===== config.mk =====
export PLATFORM = sky130hd
export DESIGN_NAME = writeback_stage
export DESIGN_NICKNAME = d
export VERILOG_FILES = /design/src/rtl/writeback_stage.sv
export SDC_FILE = /design/constraint.sdc
export NUM_CORES = 1
export LEC_CHECK = 0
export BUFFER_PORTS_ARGS = -buffer_cell sky130_fd_sc_hd__buf_2
export CAP_MARGIN = 20
export CORE_AREA = 2 2 92 94
export CTS_CLUSTER_DIAMETER = 30
export DETAILED_ROUTE_END_ITERATION = 16
export DIE_AREA = 0 0 94 96
export GPL_ROUTABILITY_DRIVEN = 0
export PLACE_DENSITY = 0.94
export SKIP_LAST_GASP = 1
export SYNTH_ARGS = -nofsm -noshare
export SYNTH_HDL_FRONTEND = slang
export SYNTH_SLANG_ARGS = --single-unit

===== constraint.sdc =====
create_clock -name clk -period 6.3 [get_ports clk]
set_input_delay 1.26 -clock clk [delete_from_list [all_inputs] [get_ports clk]]
set_output_delay 1.26 -clock clk [all_outputs]
set_load 0.02 [all_outputs]

===== src/rtl/writeback_stage.sv =====
// writeback_stage
//   Final pipeline stage. Takes the execute-stage wb_* registers and drives the
//   register-file write port. Load data returned by data memory is lane-aligned
//   and sign/zero-extended here. While a load response is outstanding the stage
//   holds execute/fetch through stall_read. Misaligned loads, bad funct3 codes
//   and loads that time out raise a one-cycle load_err. instret counts retired
//   (completed, non-killed, error-free) instructions.
//
// Ports
//   clk, reset            clock / async active-low reset
//   wb_*                  execute-stage results for the instruction in this slot
//   dmem_rvalid/rdata     load response (word-aligned data)
//   stall_read            combinational hold request to execute and fetch
//   reg_we/waddr/wdata    registered register-file write port
//   load_err              registered one-cycle error pulse
//   instret               retired-instruction counter (wraps)
module writeback_stage #(
  parameter int TIMEOUT_CYCLES = 16,
  parameter int CNT_WIDTH      = 32
) (
  input  logic                 clk,
  input  logic                 reset,
  input  logic [31:0]          wb_result,
  input  logic                 wb_alu_to_reg,
  input  logic                 wb_mem_to_reg,
  input  logic                 wb_mem_write,
  input  logic [4:0]           wb_dest_reg_sel,
  input  logic [1:0]           wb_read_address,
  input  logic [2:0]           wb_alu_operation,
  input  logic                 wb_kill,
  input  logic                 dmem_rvalid,
  input  logic [31:0]          dmem_rdata,
  output logic                 stall_read,
  output logic                 reg_we,
  output logic [4:0]           reg_waddr,
  output logic [31:0]          reg_wdata,
  output logic                 load_err,
  output logic [CNT_WIDTH-1:0] instret
);

  localparam logic [0:0] S_IDLE = 1'b0;
  localparam logic [0:0] S_WAIT = 1'b1;
  localparam int         TW     = (TIMEOUT_CYCLES > 1) ? $clog2(TIMEOUT_CYCLES + 1) : 1;

  logic [0:0]           state_q, state_d;
  logic [TW-1:0]        cnt_q, cnt_d;
  logic                 reg_we_q, reg_we_d;
  logic [4:0]           reg_waddr_q, reg_waddr_d;
  logic [31:0]          reg_wdata_q, reg_wdata_d;
  logic                 load_err_q, load_err_d;
  logic [CNT_WIDTH-1:0] instret_q, instret_d;

  logic        is_load, ld_bad, complete, timed_out, stall_c, timeout_hit;
  logic [7:0]  byte_v;
  logic [15:0] half_v;
  logic [31:0] load_data;

  // Lane extraction from the word-aligned response.
  assign byte_v = dmem_rdata[{wb_read_address, 3'b000} +: 8];
  assign half_v = dmem_rdata[{wb_read_address[1], 4'b0000} +: 16];

  // The issue cycle in IDLE counts as the first waiting cycle, so the load is
  // abandoned in the WAIT cycle where the incremented count reaches
  // TIMEOUT_CYCLES-1 (stall_read is high for TIMEOUT_CYCLES-1 cycles in total).
  assign timeout_hit = (int'(cnt_q) + 1) >= (TIMEOUT_CYCLES - 1);

  always_comb begin
    is_load   = wb_mem_to_reg & ~wb_kill;
    ld_bad    = 1'b0;
    load_data = dmem_rdata;
    unique case (wb_alu_operation)
      3'b000:  load_data = {{24{byte_v[7]}}, byte_v};
      3'b100:  load_data = {24'b0, byte_v};
      3'b001: begin
        load_data = {{16{half_v[15]}}, half_v};
        ld_bad    = wb_read_address[0];
      end
      3'b101: begin
        load_data = {16'b0, half_v};
        ld_bad    = wb_read_address[0];
      end
      3'b010: begin
        load_data = dmem_rdata;
        ld_bad    = (wb_read_address != 2'b00);
      end
      default: ld_bad = 1'b1;
    endcase
  end

  // Sequencing: decide whether the slot completes, waits or times out.
  always_comb begin
    state_d   = state_q;
    cnt_d     = cnt_q;
    complete  = 1'b0;
    timed_out = 1'b0;
    stall_c   = 1'b0;
    unique case (state_q)
      S_IDLE: begin
        if (!wb_kill) begin
          // Faulty loads never reach memory-wait; they retire as errors now.
          if (is_load && !ld_bad && !dmem_rvalid) begin
            state_d = S_WAIT;
            cnt_d   = '0;
            stall_c = 1'b1;
          end else begin
            complete = 1'b1;
          end
        end
      end
      default: begin
        if (dmem_rvalid) begin
          complete = 1'b1;
          state_d  = S_IDLE;
        end else if (timeout_hit) begin
          timed_out = 1'b1;
          state_d   = S_IDLE;
        end else begin
          cnt_d   = cnt_q + TW'(1);
          stall_c = 1'b1;
        end
      end
    endcase
  end

  // Completion effects, visible on the next cycle's outputs.
  always_comb begin
    reg_we_d    = 1'b0;
    reg_waddr_d = reg_waddr_q;
    reg_wdata_d = reg_wdata_q;
    load_err_d  = timed_out;
    instret_d   = instret_q;
    if (complete) begin
      if (is_load && ld_bad) begin
        load_err_d = 1'b1;
      end else begin
        instret_d = instret_q + CNT_WIDTH'(1);
        if (wb_alu_to_reg && (wb_dest_reg_sel != 5'd0)) begin
          reg_we_d    = 1'b1;
          reg_waddr_d = wb_dest_reg_sel;
          reg_wdata_d = is_load ? load_data : wb_result;
        end
      end
    end
  end

  always_ff @(posedge clk or negedge reset) begin
    if (!reset) begin
      state_q     <= S_IDLE;
      cnt_q       <= '0;
      reg_we_q    <= 1'b0;
      reg_waddr_q <= '0;
      reg_wdata_q <= '0;
      load_err_q  <= 1'b0;
      instret_q   <= '0;
    end else begin
      state_q     <= state_d;
      cnt_q       <= cnt_d;
      reg_we_q    <= reg_we_d;
      reg_waddr_q <= reg_waddr_d;
      reg_wdata_q <= reg_wdata_d;
      load_err_q  <= load_err_d;
      instret_q   <= instret_d;
    end
  end

  // Stores need no write-port action; they only retire, which the
  // completion path already counts.
  logic unused_mem_write;
  assign unused_mem_write = wb_mem_write;

  assign stall_read = stall_c & reset;
  assign reg_we     = reg_we_q;
  assign reg_waddr  = reg_waddr_q;
  assign reg_wdata  = reg_wdata_q;
  assign load_err   = load_err_q;
  assign instret    = instret_q;

endmodule


Yosys cells after proc, flatten, opt, wreduce, memory -nomap -nowiden
Index checks and enable logic that the tools add are counted. Widths: inputs -> output; s select.

Flip-flop bits (word level): 77. Output and inout port bits: 72. Input port bits: 81. Word-level logic and storage cells: 64.

Shift operators: 2. Mux-type cells: 25. Reduce and logical (&&, ||, !) cells: 15. Equality and inequality tests: 7. Add/subtract/negate cells: 3. Order comparisons: 1. Bitwise operators: 4.

Operators with widths (number): $pmux 32 s4 (1); $add 32x1->32 const B (1); $mux 32 (1); $shiftx 32x6->16 (1); $shiftx 32x6->8 (1); $mux 5 (5); $mux 1 (17); $add 5x1->6 const B (1); $eq 3x3->1 const B (2); $ge 6x4->1 const B (1); $add 5x1->5 const B (1); $reduce_bool 5->1 (1); $logic_and 1x1->1 (4); $ne 2x2->1 const B (2); $reduce_and 4->1 (1); $reduce_bool 2->1 (2); $reduce_or 2->1 (2); $eq 3x1->1 const B (1); $eq 3x2->1 const B (1); $logic_not 3->1 (1); $pmux 1 s3 (1); $reduce_and 3->1 (1); $and 1x1->1 (2); $logic_not 1->1 (2); 3 further kinds (4).

Depth between registers and ports, before layout
Depth after elaboration: 10. Mapped depth: 9. Mapped depth without buffers: 7.

Worst setup path before layout
Ideal clock, no wire load.

Kind: input-to-output. From: input port wb_read_address[1]. To: output port stall_read. Stages on the path: 6. Path buffers: 1. Path slack: 2.513 ns. Required time: 5.040 ns. Data arrival time: 2.527 ns. Cells stage by stage: buf_2 nor4_4 o21ai_0 a21o_1 a21oi_1 and2_1.

Word-level cells in the longest chain between the ends: 9.

RTL lines: from (decl) (RTL line 28) `input logic [1:0] wb_read_address,`; $reduce_bool 2->1 (RTL line 84) `ld_bad = (wb_read_address != 2'b00);`; $pmux 1 s3 (RTL line 71) `unique case (wb_alu_operation)`; $logic_not 1->1 (RTL line 101) `if (is_load && !ld_bad && !dmem_rvalid) begin`; $logic_and 1x1->1 (2 in series) (RTL line 101); $mux 1 (RTL line 101); $mux 1 (RTL line 99) `if (!wb_kill) begin`; $mux 1 (RTL line 97) `unique case (state_q)`; net stall_c (RTL line 53) `logic is_load, ld_bad, complete, timed_out, stall_c, timeout_hit;`; $and 1x1->1 (RTL line 171) `assign stall_read = stall_c & reset;`; to (decl) (RTL line 33) `output logic stall_read,`.

The timed path passes the listed nets, and every way through them passes these cells.

Worst setup path in the final report
Ends and elaborated chain as after synthesis.

==> metrics <==
Final min period 4170 ps; Ys Warns 0; Netlist cell types 61; largest net degree at the start of global routing 53; worst slack at placement about 2100 ps; FF/Latch Area ~1900 um^2; Fin. Hold Viols 0; Max Root-Sink Buffers 2; Comb power frac 29.8%; synth top area cells dfrtp_1 (46%), nand2_1 (7.0%), xnor2_1 (3.5%), xor2_1 (2.9%), o2bb2ai_1 (2.7%); WS Path Type primary input to output port; Netlist Area Pre-Place 4230 um^2; Seq cells post-synth 77; DP HPWL between 9000 and 10,000 um; Worst Min Path Start reg_wdata[26]; initial antenna violation count 0; Hold Path Sink reg_wdata[26]; depth of the most critical reg-to-reg path 7; Skew-Pair Late Insertion Delay 340 ps; MaxCap Viol Count 0; EDFF count, synth 0; r2r setup slk 3860 ps; drt total wl 12,000 um; number of post-CTS setup repair buffers 0; vias between 4,000 and 5,000; Critical Path Sink Type output port; Total Neg Setup Slack 0 ps; power share of the clock group 24.0%; leak pwr between 2 and 3 nW; Area Growth Syn to Fin 23.5%; die area 9020 um^2; Setup crit start kind primary input; routed vias/inst a little under 6; GRT Total Usage between 20% and 30%; Synth top area share a little under half; clk root buf clkbuf_8; drt wl/cell about 17 um; syn nets 541; H-Tree Depth 3; Crit path top cell by count buf_2; antenna diode count 0; unrepaired setup endpoints after global routing no; Routed Antenna Nets 0; worst hold path type flip-flop to flip-flop; crit path max fanout 26; CP Cell Sequence buf_2, nor4_4, o21ai_0, a21o_1, a21oi_1, and2_1, buf_2; Worst-Margin Slew approximately 660 ps; Worst R2R Start state_q; Clk pin slew, worst setup/hold paths around 90 ps; ys flop type dfrtp_1; die width around 94 um; total CTS buffers 9; post-route core utilization approximately 65%; fillcell total approximately 660; CTS resizes 0; count leader, synth nand2_1; Core Box Area 8050 um^2; Ports between 150 and 200; Seq/Total Area, Yosys approximately 46%; Int Pwr 0.000903 W; TritonCTS clock tree done; Rel. slew slack 56.3%; Hold-fix buffers, CTS 0; Final Non-Filler Cells roughly 710; Flop pwr share approximately 46%; die span in y ~96 um; FFs w/ async S/R, synth 100%; first-pass GRT wire length 19,200 um; r2r endpoint reg_wdata[1]; Largest stage delay, worst path about 340 ps; worst hold stages 2; Crit-path slowest cell nor4_4; vias in the first global route just under 4,000; final routed DRC violation total 0; CP delay by family, top compound AO/OA/AOI/OAI gates; syn_area_per_cell roughly 9.3 um^2; top post-synthesis cells by count nand2_1 (79), dfrtp_1 (77), inv_1 (26), nor2_1 (26), o21ai_0 (20); period utilisation layout approximately two thirds; placed insts 689; Fmax around 0.24 GHz; CP required a little over 5000 ps; fin worst setup slack roughly 2100 ps; status finished clean; Net Sw Frac 36.3%; PD cells roughly 270 nW/um^2; clk sinks 77; layout cells sized above 1 31.5%; leading area contributor after synthesis dfrtp_1; worst vdd ir 0.151 mV; switching power 0.000514 W; Port Buffers between 150 and 200; num rows 33; Post-Syn Instances 457; WP data arrival between 2000 and 3000 ps; Slew Limit Fails 0; Worst Path Buf+Inv 2; skew final roughly 13 ps; Final setup viols 0; initial core utilization a little over half; final-stage net count 680; initial DRC count ~280; grt ovf 0; area of the multi-input gates ~2100 um^2; 1st-pass router iterations 6
[registers in the layout (all words and copies together) (netlist names)]
register / cells
instret: 32
reg_wdata: 32
cnt_q: 5
reg_waddr: 5
load_err: 1
reg_we: 1
state_q: 1
[layer usage]
layer	GRT usage, %	vias up	part of all wire (%)
met1	34.7	2016	41
met5	0	-	0
li1	-	1895	-
met3	5.01	42	7.5
met2	45.2	245	49
met4	12.9	0	3.0
[per-stage QoR]
stage          area (um^2)  hold WS, ps  total power [W]
3_3_place_gp          5020          456          0.00106
3_5_place_dp          5030          464          0.00108
2_1_floorplan         4230          524         0.000912
5_1_grt               5220          501          0.00150
4_1_cts               5200          480          0.00142
6_report              5220          479          0.00142
[worst reg2reg max path: stages (launching register included)]
cell	delay [ps]
dfrtp_1	440
o21bai_1	250
o311a_1	480
o211ai_4	200
buf_12	220
inv_2	350
o311ai_0	250
o21a_1	160
[power by group through the flow]
stage / Clock (W) / Sequential (W) / Combinational (W)
after detailed placement: 0 / 0.000662 / 0.000419
after global placement: 0 / 0.000654 / 0.000402
final: 0.000340 / 0.000655 / 0.000422
after global routing: 0.000372 / 0.000667 / 0.000459
after CTS: 0.000344 / 0.000654 / 0.000420
after floorplan: 0 / 0.000741 / 0.000172
[layout make-up]
class / instances / share of cell area (%)
flip-flops and latches: 77 / 36.9
well taps: 105 / 2.52
inverters: 27 / 1.94
clock buffers: 11 / 2.90
repair buffers: 155 / 15.3
clock inverters: 4 / 0.455
multi-input cells: 326 / 40.0
[cell families after synthesis]
group	after synthesis	synth area share (%)
compound gates	113	19.4
xor+xnor	31	6.42
fa+ha+maj	3	0.888
buf+inv	54	5.33
flops	77	45.6
mux	10	2.78
simple gates	169	19.6
[worst max path at each step]
stage / from / endpoint / slack, ps / cells past startpoint
after floorplan: wb_read_address[1] / stall_read / 2510 / 6
after global placement: wb_alu_operation[1] / stall_read / 2170 / 7
after detailed placement: wb_read_address[1] / stall_read / 2140 / 7
after CTS: wb_read_address[1] / stall_read / 2140 / 7
after global routing: wb_alu_operation[1] / stall_read / 1990 / 7
final: wb_read_address[1] / stall_read / 2130 / 7
[cells in the final DEF, fill, tap and decap left out, types with 4 or more instances in the layout]
master | Yosys | final
buf_2 | 7 | 150
a31oi_1 | 5 | 5
clkbuf_8 | 1 | 11
o21ai_0 | 20 | 20
a211oi_1 | 5 | 5
nor2b_1 | 5 | 4
nand2_1 | 79 | 79
nand2b_1 | 5 | 5
inv_1 | 26 | 26
a21oi_1 | 9 | 9
nor4_1 | 4 | 4
xor2_1 | 14 | 14
o2bb2ai_1 | 13 | 13
o22ai_1 | 12 | 12
dfrtp_1 | 77 | 77
mux2i_1 | 5 | 5
nor2_1 | 26 | 26
a22o_1 | 5 | 5
mux2_2 | 4 | 4
nor3_1 | 13 | 13
o21a_1 | 6 | 6
nand3_1 | 8 | 8
o31ai_1 | 4 | 4
nand4_1 | 7 | 7
a21o_1 | 6 | 6
buf_4 | 1 | 4
xnor2_1 | 17 | 17
(Power assumes the default switching activity.)
